$ cat config.mk
export PLATFORM = sky130hd
export DESIGN_NAME = mc6809e_bus_ctrl_flat
export DESIGN_NICKNAME = d
export VERILOG_FILES = /design/src/rtl/mc6809e_bus_ctrl_if.sv /design/src/rtl/mc6809e_bus_ctrl.sv /design/src/flat_wrapper.sv
export SDC_FILE = /design/constraint.sdc
export NUM_CORES = 1
export LEC_CHECK = 0
export BUFFER_PORTS_ARGS = -buffer_cell sky130_fd_sc_hd__buf_2
export CAP_MARGIN = 20
export CORE_ASPECT_RATIO = 1.4
export CORE_MARGIN = 4
export CORE_UTILIZATION = 33
export DETAILED_ROUTE_END_ITERATION = 12
export PLACE_DENSITY = 0.67
export SYNTH_ARGS = -nofsm -noshare
export SYNTH_HDL_FRONTEND = slang
export SYNTH_SLANG_ARGS = --single-unit
$ cat constraint.sdc
create_clock -name CLK -period 2.5 [get_ports CLK]
set_clock_uncertainty 0.15 [all_clocks]
set_input_delay 0.25 -clock CLK [delete_from_list [all_inputs] [get_ports CLK]]
set_output_delay 0.25 -clock CLK [all_outputs]
set_load 0.01 [all_outputs]
$ cat src/rtl/mc6809e_bus_ctrl_if.sv
// Bus bundle between the 6809E core, the bus controller and the external address/data bus.
// master: the controller side; slave: the core/memory side driving requests and read data.
interface mc6809e_bus_ctrl_if #(
  parameter int unsigned ADDR_W = 16,
  parameter int unsigned DATA_W = 8
);
  logic              E;
  logic              Q;
  logic [ADDR_W-1:0] CPU_ADDR;
  logic [DATA_W-1:0] CPU_DOUT;
  logic              CPU_RnW;
  logic              CPU_BA;
  logic [DATA_W-1:0] CPU_DIN;
  logic [ADDR_W-1:0] A_OUT;
  logic              A_OE;
  logic              RnW;
  logic [DATA_W-1:0] D_OUT;
  logic              D_OE;
  logic [DATA_W-1:0] D_IN;
  logic              MRDY;
  logic              CYC_END;
  logic              WAIT_TO;

  modport master (
    output E, Q, CPU_DIN, A_OUT, A_OE, RnW, D_OUT, D_OE, CYC_END, WAIT_TO,
    input  CPU_ADDR, CPU_DOUT, CPU_RnW, CPU_BA, D_IN, MRDY
  );

  modport slave (
    input  E, Q, CPU_DIN, A_OUT, A_OE, RnW, D_OUT, D_OE, CYC_END, WAIT_TO,
    output CPU_ADDR, CPU_DOUT, CPU_RnW, CPU_BA, D_IN, MRDY
  );
endinterface

$ cat src/rtl/mc6809e_bus_ctrl.sv
// 6809E E/Q quadrature clock generator with a registered, cycle-accurate bus interface.
// Define MC6809E_BUS_WAIT_EN to build MRDY-driven E-high stretching and the WAIT_TO pulse.
module mc6809e_bus_ctrl #(
  parameter int unsigned ADDR_W   = 16,
  parameter int unsigned DATA_W   = 8,
  parameter int unsigned QDIV     = 4,
  parameter int unsigned MAX_WAIT = 8
) (
  input  logic                 CLK,
  input  logic                 nRESET,
  mc6809e_bus_ctrl_if.master   bus
);

  localparam int unsigned    CntW    = (QDIV > 1) ? $clog2(QDIV) : 1;
  localparam logic [CntW-1:0] CntLast = CntW'(QDIV - 1);

  typedef enum logic [1:0] {StP0, StP1, StP2, StP3} phase_e;

  phase_e            r_state;
  phase_e            w_state_d;
  logic [CntW-1:0]   r_cnt;
  logic [CntW-1:0]   w_cnt_d;
  logic              w_cnt_last;
  logic              w_enter_p1;
  logic              w_enter_p2;
  logic              w_exit;
  logic              w_e;
  logic              w_q;

  logic [ADDR_W-1:0] r_a_out;
  logic              r_rnw;
  logic              r_a_oe;
  logic [DATA_W-1:0] r_d_out;
  logic              r_d_oe;
  logic [DATA_W-1:0] r_cpu_din;
  logic              r_cyc_end;

  assign w_cnt_last = (r_cnt == CntLast);
  assign w_enter_p1 = (r_state == StP0) && w_cnt_last;
  assign w_enter_p2 = (r_state == StP1) && w_cnt_last;

`ifdef MC6809E_BUS_WAIT_EN
  localparam int unsigned     WaitW   = $clog2(MAX_WAIT + 1);
  localparam logic [WaitW-1:0] WaitMax = WaitW'(MAX_WAIT);

  logic [WaitW-1:0] r_wait;
  logic [WaitW-1:0] w_wait_d;
  logic             w_timeout;
  logic             r_wait_to;

  always_ff @(posedge CLK or negedge nRESET) begin
    if (!nRESET) begin
      r_wait <= '0;
    end else begin
      r_wait <= w_wait_d;
    end
  end
`endif

  // Phase state register
  always_ff @(posedge CLK or negedge nRESET) begin
    if (!nRESET) begin
      r_state <= StP0;
      r_cnt   <= '0;
    end else begin
      r_state <= w_state_d;
      r_cnt   <= w_cnt_d;
    end
  end

  // Next phase / counter; P3 may hold on its last count while memory is not ready
  always_comb begin
    w_state_d = r_state;
    w_cnt_d   = r_cnt;
    w_exit    = 1'b0;
`ifdef MC6809E_BUS_WAIT_EN
    w_wait_d  = r_wait;
    w_timeout = 1'b0;
`endif
    if (!w_cnt_last) begin
      w_cnt_d = r_cnt + 1'b1;
    end else begin
      w_cnt_d = '0;
      case (r_state)
        StP0: w_state_d = StP1;
        StP1: w_state_d = StP2;
        StP2: w_state_d = StP3;
        StP3: begin
`ifdef MC6809E_BUS_WAIT_EN
          if (!bus.MRDY && (r_wait != WaitMax)) begin
            w_cnt_d  = r_cnt;
            w_wait_d = r_wait + 1'b1;
          end else begin
            w_state_d = StP0;
            w_exit    = 1'b1;
            w_timeout = !bus.MRDY;
            w_wait_d  = '0;
          end
`else
          w_state_d = StP0;
          w_exit    = 1'b1;
`endif
        end
        default: w_state_d = StP0;
      endcase
    end
  end

  // E/Q decode
  always_comb begin
    w_e = 1'b0;
    w_q = 1'b0;
    case (r_state)
      StP1: w_q = 1'b1;
      StP2: begin
        w_e = 1'b1;
        w_q = 1'b1;
      end
      StP3: w_e = 1'b1;
      default: ;
    endcase
  end

  // Bus registers; a released bus (CPU_BA) overrides any enable set on the same edge
  always_ff @(posedge CLK or negedge nRESET) begin
    if (!nRESET) begin
      r_a_out   <= '0;
      r_rnw     <= 1'b1;
      r_a_oe    <= 1'b0;
      r_d_out   <= '0;
      r_d_oe    <= 1'b0;
      r_cpu_din <= '0;
      r_cyc_end <= 1'b0;
    end else begin
      r_cyc_end <= w_exit;
      if (w_enter_p1) begin
        r_a_out <= bus.CPU_ADDR;
        r_rnw   <= bus.CPU_RnW;
      end
      if (w_enter_p2) begin
        r_d_out <= bus.CPU_DOUT;
      end
      if (w_exit && r_rnw) begin
        r_cpu_din <= bus.D_IN;
      end
      if (bus.CPU_BA) begin
        r_a_oe <= 1'b0;
        r_d_oe <= 1'b0;
      end else begin
        if (w_enter_p1) begin
          r_a_oe <= 1'b1;
        end
        if (w_enter_p2) begin
          r_d_oe <= !bus.CPU_RnW;
        end else if (w_exit) begin
          r_d_oe <= 1'b0;
        end
      end
    end
  end

`ifdef MC6809E_BUS_WAIT_EN
  always_ff @(posedge CLK or negedge nRESET) begin
    if (!nRESET) begin
      r_wait_to <= 1'b0;
    end else begin
      r_wait_to <= w_timeout;
    end
  end

  assign bus.WAIT_TO = r_wait_to;
`else
  assign bus.WAIT_TO = 1'b0;
`endif

  assign bus.E       = w_e;
  assign bus.Q       = w_q;
  assign bus.A_OUT   = r_a_out;
  assign bus.RnW     = r_rnw;
  assign bus.A_OE    = r_a_oe;
  assign bus.D_OUT   = r_d_out;
  assign bus.D_OE    = r_d_oe;
  assign bus.CPU_DIN = r_cpu_din;
  assign bus.CYC_END = r_cyc_end;

endmodule

$ cat src/flat_wrapper.sv
// flat-port wrapper written by rule: the top's interface ports become plain ports
module mc6809e_bus_ctrl_flat 
#(
  parameter int unsigned ADDR_W   = 16,
  parameter int unsigned DATA_W   = 8,
  parameter int unsigned QDIV     = 4,
  parameter int unsigned MAX_WAIT = 8
)
  (CLK, nRESET, bus_E, bus_Q, bus_CPU_DIN, bus_A_OUT, bus_A_OE, bus_RnW, bus_D_OUT, bus_D_OE, bus_CYC_END, bus_WAIT_TO, bus_CPU_ADDR, bus_CPU_DOUT, bus_CPU_RnW, bus_CPU_BA, bus_D_IN, bus_MRDY);
  mc6809e_bus_ctrl_if #(.ADDR_W(ADDR_W), .DATA_W(DATA_W)) bus_i ();
  input  logic CLK;
  input  logic nRESET;
  output wire logic [$bits(bus_i.E)-1:0] bus_E;
  output wire logic [$bits(bus_i.Q)-1:0] bus_Q;
  output wire logic [$bits(bus_i.CPU_DIN)-1:0] bus_CPU_DIN;
  output wire logic [$bits(bus_i.A_OUT)-1:0] bus_A_OUT;
  output wire logic [$bits(bus_i.A_OE)-1:0] bus_A_OE;
  output wire logic [$bits(bus_i.RnW)-1:0] bus_RnW;
  output wire logic [$bits(bus_i.D_OUT)-1:0] bus_D_OUT;
  output wire logic [$bits(bus_i.D_OE)-1:0] bus_D_OE;
  output wire logic [$bits(bus_i.CYC_END)-1:0] bus_CYC_END;
  output wire logic [$bits(bus_i.WAIT_TO)-1:0] bus_WAIT_TO;
  input wire logic [$bits(bus_i.CPU_ADDR)-1:0] bus_CPU_ADDR;
  input wire logic [$bits(bus_i.CPU_DOUT)-1:0] bus_CPU_DOUT;
  input wire logic [$bits(bus_i.CPU_RnW)-1:0] bus_CPU_RnW;
  input wire logic [$bits(bus_i.CPU_BA)-1:0] bus_CPU_BA;
  input wire logic [$bits(bus_i.D_IN)-1:0] bus_D_IN;
  input wire logic [$bits(bus_i.MRDY)-1:0] bus_MRDY;
  assign bus_E = bus_i.E;
  assign bus_Q = bus_i.Q;
  assign bus_CPU_DIN = bus_i.CPU_DIN;
  assign bus_A_OUT = bus_i.A_OUT;
  assign bus_A_OE = bus_i.A_OE;
  assign bus_RnW = bus_i.RnW;
  assign bus_D_OUT = bus_i.D_OUT;
  assign bus_D_OE = bus_i.D_OE;
  assign bus_CYC_END = bus_i.CYC_END;
  assign bus_WAIT_TO = bus_i.WAIT_TO;
  assign bus_i.CPU_ADDR = bus_CPU_ADDR;
  assign bus_i.CPU_DOUT = bus_CPU_DOUT;
  assign bus_i.CPU_RnW = bus_CPU_RnW;
  assign bus_i.CPU_BA = bus_CPU_BA;
  assign bus_i.D_IN = bus_D_IN;
  assign bus_i.MRDY = bus_MRDY;
  mc6809e_bus_ctrl #(.ADDR_W(ADDR_W), .DATA_W(DATA_W), .QDIV(QDIV), .MAX_WAIT(MAX_WAIT)) u_core (.CLK(CLK), .nRESET(nRESET), .bus(bus_i));
endmodule
==> impl_metrics.ini <==
[drt]
wl_per_cell_um = 12.5
routed_wirelength_um = 3010
drcViolationCount = 0
vias = 1049
first_pass_iters = 2
ant_nets = 0
first_iter_violations = 17
drt-vias-per-instance = 4.35

[sta]
slew_headroom_pct = 41.6
setup_viol = 0
final-hold-violation-count = 0
finalCritPeriodShare_pct = 73.6
final.min_clock_period_ps = 1840
grt_setup_unrepaired = false
max_freq_ghz = 0.544
tns_ps = 0
drv_slew = 0
max_slew.worst_pin.slew_ps = 876

[clock_tree]
root_buffer = clkbuf_8
cts_tree = done
post-cts-setup-buffers = 0
cts_resized = 0
tritoncts.num_buffers = 5
clkSlewWorstSetupHoldPaths_ps = 80
clock_sinks = 40
cts_buffer_depth = 2
cts.htree.levels = 2
cts_hold_buf = 2
clkLatencyLatePin_ps = 280

[power]
p_per_area_nw_per_um2 = 624
vdd_drop_max_mv = 0.406
p_leak_nw = 1.06
power_w = 0.00132

[critical_path]
arrival_ps = 1860
critPathRequiredTime_ps = 2520
cp-start-kind = flip-flop
critPathCaptureType = flip-flop
path_class = reg2reg
crit_fanout = 17

[global_routing]
overflow = 0
antenna_found_initial = 0
track_usage_pct = 10.9
grt_max_degree = 41
grt_pass1_wl_um = 5000
grt_pass1_vias = 1109

[floorplan]
fp.dieH_um = 89.8
start_util_pct = 34.5
die_w_um = 66.5
num_io_pins = 76
row_count = 29
die_area_um2 = 5970
coreArea_um2 = 4570

[synthesis]
syn_inst = 99
yosysUniqueCellTypes = 20
ys_seq_area_share_pct = 63.5
syn-cell-area_um2 = 1580
ys_ff_latch = 40
yosys_warnings = 0
syn_nets = 141
synth.avg_cell_area_um2 = 15.9

[final_layout]
area_growth_pct = 34.2
multi_input_area_um2 = 539
final_common_cell = buf_2
seqCellArea_um2 = 1000
fillCellCount = 455
layout_common_cells = 73 x buf_2, 39 x dfrtp_1, 33 x mux2_2
final_util_pct = 46.4
insertedDiodeCount = 0
drive_gt1_share_pct = 65.9
nets = 220

[run_status]
status = finished, final reports clean

[place]
io_buffers = 73
gp_congestion = 0.683
hpwl_um = 2260

[worst_hold_path]
worst_hold_path_type = in2reg

[job]
drv_cap = 0
cell type report:
cell class,instances,share of cell area (%)
Timing Repair Buffer,75,18.2
Tap cell,62,3.66
Sequential cell,40,47.3
Multi-Input combinational cell,54,25.4
Clock buffer,6,3.42
Clock inverter,2,1.65
Inverter,2,0.354
final timing paths:
check / startpoint / endpoint / cells past startpoint / slack (ps)
setup / recovery: u_core.r_cnt[0] / u_core.bus.A_OUT[9] / 3 / 660
hold / removal: bus_CPU_RnW / u_core.bus.D_OE / 2 / 30
setup reg to reg: u_core.r_cnt[0] / u_core.bus.A_OUT[9] / 3 / 660
hold reg to reg: u_core.r_cnt[0] / u_core.r_cnt[0] / 1 / 290
max in group asynchronous: nRESET / u_core.bus.A_OUT[7] / 2 / 1190
min in group asynchronous: nRESET / u_core.bus.D_OUT[3] / 2 / 460
synth_stat cells, drive strengths merged:
master | n | area (µm²)
or2 | 1 | 6.26
nor2 | 2 | 7.51
o21ai | 3 | 15.0
inv | 2 | 7.51
nand2b | 1 | 6.26
buf | 3 | 30.0
and2 | 1 | 6.26
o32ai | 1 | 8.76
conb | 1 | 3.75
mux2 | 33 | 372
a21oi | 1 | 5.00
nand3 | 1 | 17.5
dfrtp | 39 | 976
o21a | 1 | 7.51
dfstp | 1 | 26.3
nand2 | 3 | 21.3
ha | 5 | 62.6
layer usage:
metal / track usage [%] / wire (µm) / vias up
met5: 0 / 0 / -
met4: 5.59 / 72 / 0
met3: 3.99 / 301 / 7
met2: 18.4 / 1490 / 50
met1: 11.4 / 1150 / 495
li1: - / - / 497
critical path: stages (launching register included):
cell and delay [ps]:
dfrtp_1 360, ha_1 460, nand2_2 380, mux2_2 370
registers in the layout, summed over array words and instances (netlist names):
| signal | flops |
|---|---|
| u_core.bus.A_OUT | 16 |
| u_core.bus.CPU_DIN | 8 |
| u_core.bus.A_OE | 1 |
| u_core.bus.RnW | 1 |
| u_core.bus.D_OUT | 8 |
| u_core.bus.CYC_END | 1 |
| u_core.r_state | 2 |
| u_core.bus.D_OE | 1 |
| u_core.r_cnt | 2 |
report_power, final:
group / internal [W] / total (W) / switching, W
registers: 0.000680 / 0.000694 / 0.0000141
clock network: 0.000296 / 0.000507 / 0.000211
logic: 0.0000662 / 0.000122 / 0.0000562
total: 0.00104 / 0.00132 / 0.000281
cell families (layout without fill, tap and decap cells):
group / Yosys count / count (layout) / synth area share, %
other: 1 / 1 / 0.237
buffers and inverters: 5 / 85 / 2.38
AOI/OAI and AO/OA: 6 / 6 / 2.30
adders and majority gates: 5 / 5 / 3.96
DFF: 40 / 40 / 63.5
and+or+nand+nor: 9 / 9 / 4.12
muxes: 33 / 33 / 23.5
through the flow:
step                area [µm²]  std cells  worst slack (ps)  hold slack (ps)
floorplan                 1580         99               969             -196
global placement          1990        231               681              269
global route              2120        241               533             7.73
finish                    2120        241               661             25.8
detailed placement        1990        231               644              274
CTS                       2120        241               620             18.8
Note: power is estimated with default switching activity, not from simulation.
